[src/rtl/digit_scan_ctrl.sv]
`default_nettype none
// +----------------------------------------------------------------------------+
// | digit_scan_ctrl: multiplexed digit scan sequencer with per-frame shadowing |
// | Rev 1.0 - initial release                                                  |
// +----------------------------------------------------------------------------+
module digit_scan_ctrl #(
  parameter int DWELL = 1000,
  parameter int BLANK = 16,
  parameter int CNT_W = 16
) (
  input  logic        i_clk,
  input  logic        i_rst_n,
  input  logic        i_en,
  input  logic [2:0]  i_last,
  input  logic [31:0] i_data,
  output logic [2:0]  o_sel,
  output logic [3:0]  o_nibble,
  output logic        o_blank,
  output logic        o_frame
);

  typedef enum logic [1:0] {
    S_IDLE      = 2'd0,
    S_SHOW      = 2'd1,
    S_BLANK_GAP = 2'd2
  } state_t;

  localparam logic [CNT_W-1:0] c_dwell_end = CNT_W'(DWELL - 1);
  localparam logic [CNT_W-1:0] c_blank_end = CNT_W'(BLANK - 1);

  state_t           r_state;
  logic [CNT_W-1:0] r_cnt;
  logic [31:0]      r_shadow;
  logic [2:0]       r_last;

  logic [2:0]       w_sel_inc;
  logic [3:0]       w_nib_next;

  assign w_sel_inc  = o_sel + 3'd1;
  assign w_nib_next = r_shadow[{w_sel_inc, 2'b00} +: 4];

  always_ff @(posedge i_clk or negedge i_rst_n) begin
    if (!i_rst_n) begin
      r_state  <= S_IDLE;
      r_cnt    <= '0;
      r_shadow <= '0;
      r_last   <= '0;
      o_sel    <= '0;
      o_nibble <= '0;
      o_blank  <= 1'b1;
      o_frame  <= 1'b0;
    end else begin
      o_frame <= 1'b0;
      case (r_state)
        S_IDLE: begin
          r_cnt   <= '0;
          o_sel   <= '0;
          o_blank <= 1'b1;
          if (i_en) begin
            r_shadow <= i_data;
            r_last   <= i_last;
            o_nibble <= i_data[3:0];
            o_blank  <= 1'b0;
            r_state  <= S_SHOW;
          end
        end
        S_SHOW: begin
          if (r_cnt == c_dwell_end) begin
            r_cnt   <= '0;
            o_blank <= 1'b1;
            r_state <= S_BLANK_GAP;
          end else begin
            r_cnt <= r_cnt + CNT_W'(1);
          end
        end
        S_BLANK_GAP: begin
          if (r_cnt == c_blank_end) begin
            r_cnt <= '0;
            if (o_sel != r_last) begin
              o_sel    <= w_sel_inc;
              o_nibble <= w_nib_next;
              o_blank  <= 1'b0;
              r_state  <= S_SHOW;
            end else begin
              // Frame boundary: the only point where new data/length is accepted
              o_frame <= 1'b1;
              o_sel   <= '0;
              if (i_en) begin
                r_shadow <= i_data;
                r_last   <= i_last;
                o_nibble <= i_data[3:0];
                o_blank  <= 1'b0;
                r_state  <= S_SHOW;
              end else begin
                o_nibble <= r_shadow[3:0];
                r_state  <= S_IDLE;
              end
            end
          end else begin
            r_cnt <= r_cnt + CNT_W'(1);
          end
        end
        default: r_state <= S_IDLE;
      endcase
    end
  end

endmodule
`default_nettype wire

[config.mk]
export PLATFORM = sky130hd
export DESIGN_NAME = digit_scan_ctrl
export DESIGN_NICKNAME = d
export VERILOG_FILES = /design/src/rtl/digit_scan_ctrl.sv
export SDC_FILE = /design/constraint.sdc
export NUM_CORES = 1
export LEC_CHECK = 0
export ABC_AREA = 1
export CORE_MARGIN = 2
export CORE_UTILIZATION = 25
export DETAILED_ROUTE_END_ITERATION = 8
export PLACE_DENSITY_LB_ADDON = 0.05
export SLEW_MARGIN = 20
export SYNTH_ARGS = -nofsm -noshare
export SYNTH_HDL_FRONTEND = slang
export SYNTH_SLANG_ARGS = --single-unit
export TNS_END_PERCENT = 100
[constraint.sdc]
create_clock -name i_clk -period 3.4 [get_ports i_clk]
set_input_delay 0.51 -clock i_clk [delete_from_list [all_inputs] [get_ports i_clk]]
set_output_delay 0.51 -clock i_clk [all_outputs]
set_load 0.05 [all_outputs]
# Yosys cells after proc, flatten, opt, wreduce, memory -nomap -nowiden
# Cells that the tools add are included.
dict set report totals {
  register_bits 62
  output_inout_bits 9
}
dict set report classes {
  add_sub_neg 2
  n_eq_ne 10
  shifts 1
  muxes 34
  n_reduce_logical 8
}
# operator count
set op_table {}
lappend op_table {{$mux 32} 3}
lappend op_table {{$pmux 32 s2} 1}
lappend op_table {{$pmux 16 s3} 1}
lappend op_table {{$mux 16} 2}
lappend op_table {{$shiftx 32x6->4} 1}
lappend op_table {{$add 16x1->16 const B} 1}
lappend op_table {{$eq 16x10->1 const B} 1}
lappend op_table {{$eq 16x4->1 const B} 1}
lappend op_table {{$mux 4} 4}
lappend op_table {{$mux 3} 5}
lappend op_table {{$pmux 3 s2} 2}
lappend op_table {{$mux 1} 10}
lappend op_table {{$reduce_and 3->1} 3}
lappend op_table {{$ne 2x2->1 const B} 4}
lappend op_table {{$pmux 4 s2} 1}
lappend op_table {{$mux 2} 3}
lappend op_table {{$pmux 2 s3} 1}
lappend op_table {{$reduce_and 4->1} 1}
lappend op_table {{$add 3x1->3 const B} 1}
lappend op_table {{$ne 3x3->1} 1}
lappend op_table {{$ne 3x3->1 const B} 1}
lappend op_table {{$pmux 1 s3} 1}
lappend op_table {{$reduce_bool 3->1} 1}
lappend op_table {{$eq 2x1->1 const B} 1}
lappend op_table {{4 further kinds} 4}

# Longest topological paths before layout
# Gate-level depths: netlist of the first run.
dict set report depth {
  ltp_word 5
  ltp_mapped 12
}

# Worst setup path after synthesis of the first run
# OpenSTA, ideal clock, no wires.
dict set report synth_timing {
  path_kind {register to register}
  from {register o_sel[0]}
  to {register r_shadow[10]}
  t_arrival_ns 1.874
  slack_ns 1.410
  path_stages_with_launch 13
  synth_period_minus_slack_ns 1.990
  cell_sequence {dfrtp_1 > buf_4 > inv_4 > nand2_4 > nand2_4 > nor2_8 > nand2_2 > o21ai_4 > nand2_2 > buf_6 > buf_6 > nand2_1 > nand2_1}
}
dict set report synth_via {
  elab_chain_cells 3
}
# element line
set synth_rtl {}
lappend synth_rtl {{start, declared} 16} ;# output logic [2:0] o_sel,
lappend synth_rtl {{start signal, assigned} 80} ;# o_sel <= w_sel_inc;
lappend synth_rtl {{$ne 3x3->1} 79} ;# if (o_sel != r_last) begin
lappend synth_rtl {{$ne 2x2->1 (no line)} -}
lappend synth_rtl {{$reduce_and 3->1 (no line)} -}
lappend synth_rtl {{end signal, assigned} 60} ;# r_shadow <= i_data;
lappend synth_rtl {{end signal, assigned} 89} ;# r_shadow <= i_data;
lappend synth_rtl {{end, declared} 33} ;# logic [31:0] r_shadow;
# No other way between the ends.
# A chain may end at the register's enable or synchronous reset.

# Worst setup path in the final report of the first run
dict set report layout_timing {
  from {register o_sel[0]}
  to {output port o_sel[0]}
}
# No word-level cell between the ends.

==> results of run 1 <==
[report_power, final]
group          switching (mW)  total (mW)  internal (mW)
Combinational           0.870        1.30          0.432
Sequential              0.177        1.17          0.997
Clock                   0.334       0.863          0.529
[sequential cells by signal (all words and copies together) (netlist names)]
name	cells
o_nibble	4
o_blank	1
r_shadow	32
r_last	3
r_state	2
o_sel	3
o_frame	1
r_cnt	16
[layout by cell type, fill, tap and decap left out]
| master | count |
|---|---|
| sky130_fd_sc_hd__a21oi_1 | 12 |
| sky130_fd_sc_hd__a21oi_2 | 2 |
| sky130_fd_sc_hd__buf_2 | 1 |
| sky130_fd_sc_hd__buf_4 | 3 |
| sky130_fd_sc_hd__clkbuf_1 | 3 |
| sky130_fd_sc_hd__clkbuf_16 | 9 |
| sky130_fd_sc_hd__clkbuf_8 | 2 |
| sky130_fd_sc_hd__clkdlybuf4s50_1 | 45 |
| sky130_fd_sc_hd__clkinv_2 | 1 |
| sky130_fd_sc_hd__dfrtp_1 | 61 |
| sky130_fd_sc_hd__dfstp_2 | 1 |
| sky130_fd_sc_hd__ha_1 | 7 |
| sky130_fd_sc_hd__inv_1 | 32 |
| sky130_fd_sc_hd__inv_4 | 1 |
| sky130_fd_sc_hd__nand2_1 | 154 |
| sky130_fd_sc_hd__nand2_2 | 2 |
| sky130_fd_sc_hd__nand2_4 | 2 |
| sky130_fd_sc_hd__nand3_1 | 85 |
| sky130_fd_sc_hd__nand4_1 | 9 |
| sky130_fd_sc_hd__nor2_1 | 53 |
| sky130_fd_sc_hd__nor2_8 | 1 |
| sky130_fd_sc_hd__nor3_1 | 3 |
| sky130_fd_sc_hd__nor4_1 | 2 |
| sky130_fd_sc_hd__o21ai_0 | 18 |
| sky130_fd_sc_hd__o21ai_1 | 1 |
| sky130_fd_sc_hd__o21ai_4 | 1 |
| sky130_fd_sc_hd__o21bai_1 | 1 |
| sky130_fd_sc_hd__o22ai_1 | 1 |
| sky130_fd_sc_hd__or2_2 | 1 |
| sky130_fd_sc_hd__xnor2_1 | 2 |
| sky130_fd_sc_hd__xnor2_2 | 1 |
| sky130_fd_sc_hd__xor2_1 | 6 |
[stage by stage]
step                hold WS (ns)  utilization  instances  setup slack (ns)
global placement           0.460        0.298        688             0.939
floorplan                  0.214            -        480              1.41
global route               0.380        0.318        703             0.589
detailed placement         0.463        0.298        688             0.887
finish                     0.301        0.318        703             0.829
CTS                        0.338        0.318        703             0.792
[per-layer routing]
metal,vias to the layer above,global-route usage
met5,-,0
met4,0,0.0654
met3,12,0.0270
met2,56,0.226
met1,1453,0.193
li1,1630,-
[kinds of logic after synthesis]
kind of cell,count (synthesis),synth area share
adder cells (fa/ha/maj),7,0.0250
flip-flops,62,0.442
XOR/XNOR,9,0.0246
buffers and inverters,54,0.0674
AND/OR/NAND/NOR,312,0.384
AO/OA/AOI/OAI,36,0.0567
[area by class of cell]
| class | instances | area [um2] |
|---|---|---|
| flip-flops and latches | 62 | 1550 |
| multi-input cells | 364 | 1720 |
| clock buffers | 14 | 264 |
| repair buffers | 49 | 478 |
| inverters | 33 | 126 |
| well taps | 180 | 225 |
| fillers | 1520 | 9400 |
| clock inverters | 1 | 5.00 |
[worst paths after layout]
kind	endpoint	slack [ns]	cells after the start	start
hold reg to reg	r_shadow[4]$_DFFE_PN0P_	0.48	2	r_shadow[4]$_DFFE_PN0P_
max in group asynchronous	r_shadow[7]$_DFFE_PN0P_	2.24	2	i_rst_n
setup / recovery	o_sel[0]	0.83	1	o_sel[0]$_DFFE_PN0P_
min in group i_clk	r_shadow[4]$_DFFE_PN0P_	0.48	2	r_shadow[4]$_DFFE_PN0P_
hold / removal	o_frame$_DFF_PN0_	0.30	1	i_rst_n
setup reg to reg	r_shadow[0]$_DFFE_PN0P_	0.91	9	o_sel[0]$_DFFE_PN0P_
==> reports/metrics.cfg, run 1 <==
[logic_synthesis]
netlist_instances = 480
ys_seq_area_frac = 0.442
synth.ff_latch_count = 62
dominantRegCellSynth = sky130_fd_sc_hd__dfrtp_1
post-synth-top-count-cell = sky130_fd_sc_hd__nand2_1
synthDistinctLibCells = 29
synthesis.area_per_instance_um2 = 7.31
synth_edf_count = 0
synthArstFlopShare = 1.00
synth_top_cells_by_count = 154 x sky130_fd_sc_hd__nand2_1, 85 x sky130_fd_sc_hd__nand3_1, 61 x sky130_fd_sc_hd__dfrtp_1
ys.warnings.count = 0
synthTopCellsByArea = sky130_fd_sc_hd__dfrtp_1 43%, sky130_fd_sc_hd__nand2_1 16%, sky130_fd_sc_hd__nand3_1 12%
syn_area_um2 = 3510
synth_area_leader_cell = sky130_fd_sc_hd__dfrtp_1
yosys.area.top_type_share = 0.435
syn-num-nets = 525

[finish]
final_area_um2 = 4380
area_growth_synth_to_finish_pct = 24.7
drive_above_1_share = 0.0535
number_of_nets_in_the_finished_design = 564
antenna_cells = 0

[clock_network]
clk_path_buf_depth = 2
cts_made_buffers = 9
cts_hold_buffers = 0
cts_root_buffer = sky130_fd_sc_hd__clkbuf_16
clock_sink_count = 62
cts_tree = yes
cts_post_setup_buffers_inserted = 0
postCtsResizedCells = 0
clock_latency_ns = 0.34
cts_max_level = 3
path_clk_slew_ns = 0.06

[place]
placedInstanceArea_um2 = 4110
place.port_buffers = 46
gp_congestion = 0.803
post-dp-hpwl_um = 6980

[setup_path]
path_max_fanout = 21
crit_chain = clkdlybuf4s50_1
cp_top_family = buffers and inverters
worst_setup_path_end_kind = output port
critPathArrivalTime_ns = 2.06
cp.required_ns = 2.89
worstPathBufferInverterCount = 1
critPathLaunchType = flip-flop
critPathMaxStageDelay_ns = 0.95
slowest_stage = sky130_fd_sc_hd__clkdlybuf4s50_1
crit_type = reg -> out

[floorplan]
ioPinCount = 47
num_rows = 43
fp.dieArea_um2 = 15000
core_area_um2 = 13800
floorplan.die.width_um = 122
die_h_um = 122
floorplan.initialDensity = 0.255

[power]
static-leakage-power_nw = 2.03
total_power_mw = 3.34
pwr_density_cell_nw_per_um2 = 763
ir_worst_vdd_v = 0.000302

[detailed_routing]
detailroute.wirelength.met2_um = 4440
drtPass1Iterations = 5
drt_wl_total_um = 9860
routed_wire_length_per_instance_um = 14.0
drc_errors = 0
routed-wl-met3_um = 305
highest_routed_metal_layer = met4
route.antenna.remaining_nets = 0
vias_per_cell = 4.48
vias = 3151
m1WireLength_um = 4900
drtIter0Drc = 238

[sta]
setup_total_negative_slack_ns = 0
total_count_of_hold_check_failures_in_the_final_report = 0
clock_skew_ns = 0.00780
post-route-min-period_ns = 2.57
setup_repair_after_global_routing_missed_its_margin = no
share_of_the_clock_period_used_by_the_worst_path_after_layout = 0.756
maxSlewHeadroom = 0.409
drv_slew = 0
max_slew.worst_pin.slew_ns = 0.886
timing.final.setup_violations = 0
maxClockFrequency_mhz = 389

[global_routing]
number_of_global_route_vias_before_repair = 3163
grt.total_usage = 0.144
number_of_antenna_violations_at_the_first_check_in_global_routing = 0
grt_first_pass_wirelength_um = 16300
grt_start_max_net_pins = 40
grt_overflow_total = 0

[worst_hold_path]
worstHoldPathType = in -> async

[status]
result_of_the_run = completed

[run]
drv.max_cap_violation_count = 0

No activity file was read; power rests on OpenSTA's default activity.
==> inputs of run 2 (changes only) <==
Clock period 3.4 ns to 2.5 ns, I/O delays scaled along.
==> run 2 against run 1 <==
Worst hold slack worse by 0.25 ns. Non-clock buffer count is 10 higher. Via count is 1.2% higher. Flip-flop and latch count stayed put. Largest power group unchanged. Highest routed layer unchanged.
==> reports/metrics.cfg, run 2 (synthesized netlist as in run 1, its figures left out) <==
[setup_path]
critPathMaxStageDelay_ns = 0.87  ; -0.08 ns
setup.reg_to_reg.worst_slack_ns = 0.51  ; -0.40 ns
path_max_fanout = 8  ; -62%
reg2regPathDepth = 8  ; -1
worst_setup_path_end_kind = output port
critPathArrivalTime_ns = 1.71  ; -0.35 ns
cp.required_ns = 2.12  ; -0.77 ns
worstPathBufferInverterCount = 1  ; unchanged
crit_chain = clkdlybuf4s50_1
crit_type = reg -> out
cp_top_family = buffers and inverters
timing.rr.end = r_shadow[21]$_DFFE_PN0P_
rr_startpoint = r_state[0]$_DFFE_PN0P_
slowest_stage = sky130_fd_sc_hd__clkdlybuf4s50_1
critPathLaunchType = flip-flop

[sta]
share_of_the_clock_period_used_by_the_worst_path_after_layout = 0.834
timing.final.setup_violations = 0  ; unchanged
max_slew.worst_pin.slew_ns = 0.496  ; -0.390 ns
clock_skew_ns = 0.00760  ; -0.000192 ns
setup_repair_after_global_routing_missed_its_margin = no
post-route-min-period_ns = 2.09
setup_total_negative_slack_ns = 0  ; unchanged
maxClockFrequency_mhz = 479
total_count_of_hold_check_failures_in_the_final_report = 0  ; unchanged
maxSlewHeadroom = 0.668  ; +0.259
drv_slew = 0  ; unchanged

[detailed_routing]
route.antenna.remaining_nets = 0  ; unchanged
drtPass1Iterations = 5  ; unchanged
routed_wire_length_per_instance_um = 13.9  ; -0.62%
vias = 3189  ; +1.2%
drc_errors = 0  ; unchanged
drtIter0Drc = 185  ; -22%
vias_per_cell = 4.47  ; -0.21%
drt_wl_total_um = 9930  ; +0.79%

[floorplan]
die_h_um = 122  ; unchanged
floorplan.die.width_um = 122  ; unchanged
floorplan.initialDensity = 0.255  ; unchanged
ioPinCount = 47  ; unchanged
num_rows = 43  ; unchanged
fp.dieArea_um2 = 15000  ; unchanged
core_area_um2 = 13800  ; unchanged

[place]
post-dp-hpwl_um = 6970  ; -0.18%
gp_congestion = 0.825  ; +2.8%
place.port_buffers = 46  ; unchanged

[global_routing]
grt_overflow_total = 0  ; unchanged
number_of_antenna_violations_at_the_first_check_in_global_routing = 0  ; unchanged
number_of_global_route_vias_before_repair = 3184  ; +0.66%
grt_start_max_net_pins = 63  ; +57%
grt.total_usage = 0.144  ; +0.000168
grt_first_pass_wirelength_um = 16300  ; -0.12%

[finish]
largest_register_ff_count = 32  ; unchanged
area_growth_synth_to_finish_pct = 28.7
layout_commonest_cell = sky130_fd_sc_hd__nand2_1
number_of_nets_in_the_finished_design = 574  ; +1.8%
antenna_cells = 0  ; unchanged
final_cell_mix = 154 x sky130_fd_sc_hd__nand2_1, 85 x sky130_fd_sc_hd__nand3_1, 61 x sky130_fd_sc_hd__dfrtp_1, 53 x sky130_fd_sc_hd__nor2_1, 45 x sky130_fd_sc_hd__clkdlybuf4s50_1
drive_above_1_share = 0.0769  ; +0.0234
biggest_registers_after_layout = r_shadow: 32 flops, r_cnt: 16 flops, o_nibble: 4 flops
utilization_of_the_core_after_routing = 0.328  ; +0.0103
largest_register = r_shadow

[clock_network]
cts_made_buffers = 9  ; unchanged
cts_hold_buffers = 0  ; unchanged
cts_post_setup_buffers_inserted = 0  ; unchanged
cts_max_level = 3  ; unchanged
clock_latency_ns = 0.33  ; about the same
cts_tree = yes
clock_sink_count = 62  ; unchanged
clk_path_buf_depth = 2  ; unchanged
postCtsResizedCells = 0  ; unchanged
path_clk_slew_ns = 0.05  ; about the same
cts_root_buffer = sky130_fd_sc_hd__clkbuf_16

[power]
pwr_density_cell_nw_per_um2 = 1060  ; +39%
ir_worst_vdd_v = 0.000371  ; +23%
static-leakage-power_nw = 2.11  ; +4.1%

[status]
result_of_the_run = completed

[run]
drv.max_cap_violation_count = 0  ; unchanged

[worst_hold_path]
worstHoldPathType = in -> async

-- run 2: cell type report --
type,instances,area [um2]
flip-flops and latches,62,1550
clock inverters,4,70.1
multi-input cells,364,1720
clock buffers,11,253
fillers,1524,9260
repair buffers,59,566
inverters,33,126
well taps,180,225
-- run 2: how the worst max path moves through the flow --
stage	startpoint	end	slack (ns)	depth (start not counted)
final	o_sel[0]$_DFFE_PN0P_	o_sel[0]	0.41	1
after CTS	o_sel[0]$_DFFE_PN0P_	o_sel[0]	0.38	1
after floorplan	o_sel[0]$_DFFE_PN0P_	r_shadow[10]$_DFFE_PN0P_	0.51	12
after global placement	r_cnt[0]$_DFFE_PN0P_	r_cnt[15]$_DFFE_PN0P_	0.56	9
after detailed placement	r_state[0]$_DFFE_PN0P_	r_shadow[21]$_DFFE_PN0P_	0.50	8
after global routing	r_state[0]$_DFFE_PN0P_	r_shadow[16]$_DFFE_PN0P_	0.32	8
-- run 2: report_power, final --
part	internal, mW	switching, mW	leakage [nW]	total, mW
logic	0.635	1.20	1.16	1.84
clock network	0.917	0.450	0.161	1.37
registers	1.35	0.215	0.794	1.57
total	2.91	1.87	2.11	4.78
-- run 2: layer usage --
metal  wire [um]  global-route usage  share of wire
met1        4940               0.193           0.50
met2        4440               0.225           0.45
met3         346              0.0270          0.035
met4         213              0.0690          0.021
met5           0                   0              0
-- run 2: per-stage QoR --
| step | worst slack [ns] | instance area (um2) | total power, mW | std cells | hold slack [ns] |
|---|---|---|---|---|---|
| final | 0.414 | 4520 | 4.78 | 713 | 0.0528 |
| after global routing | 0.319 | 4520 | 5.17 | 713 | 0.0864 |
| after CTS | 0.379 | 4520 | 4.86 | 713 | 0.0619 |
| after detailed placement | 0.504 | 4190 | 3.46 | 698 | 0.424 |
| after global placement | 0.556 | 4190 | 3.44 | 698 | 0.423 |
| after floorplan | 0.510 | 3510 | 2.88 | 480 | 0.0794 |
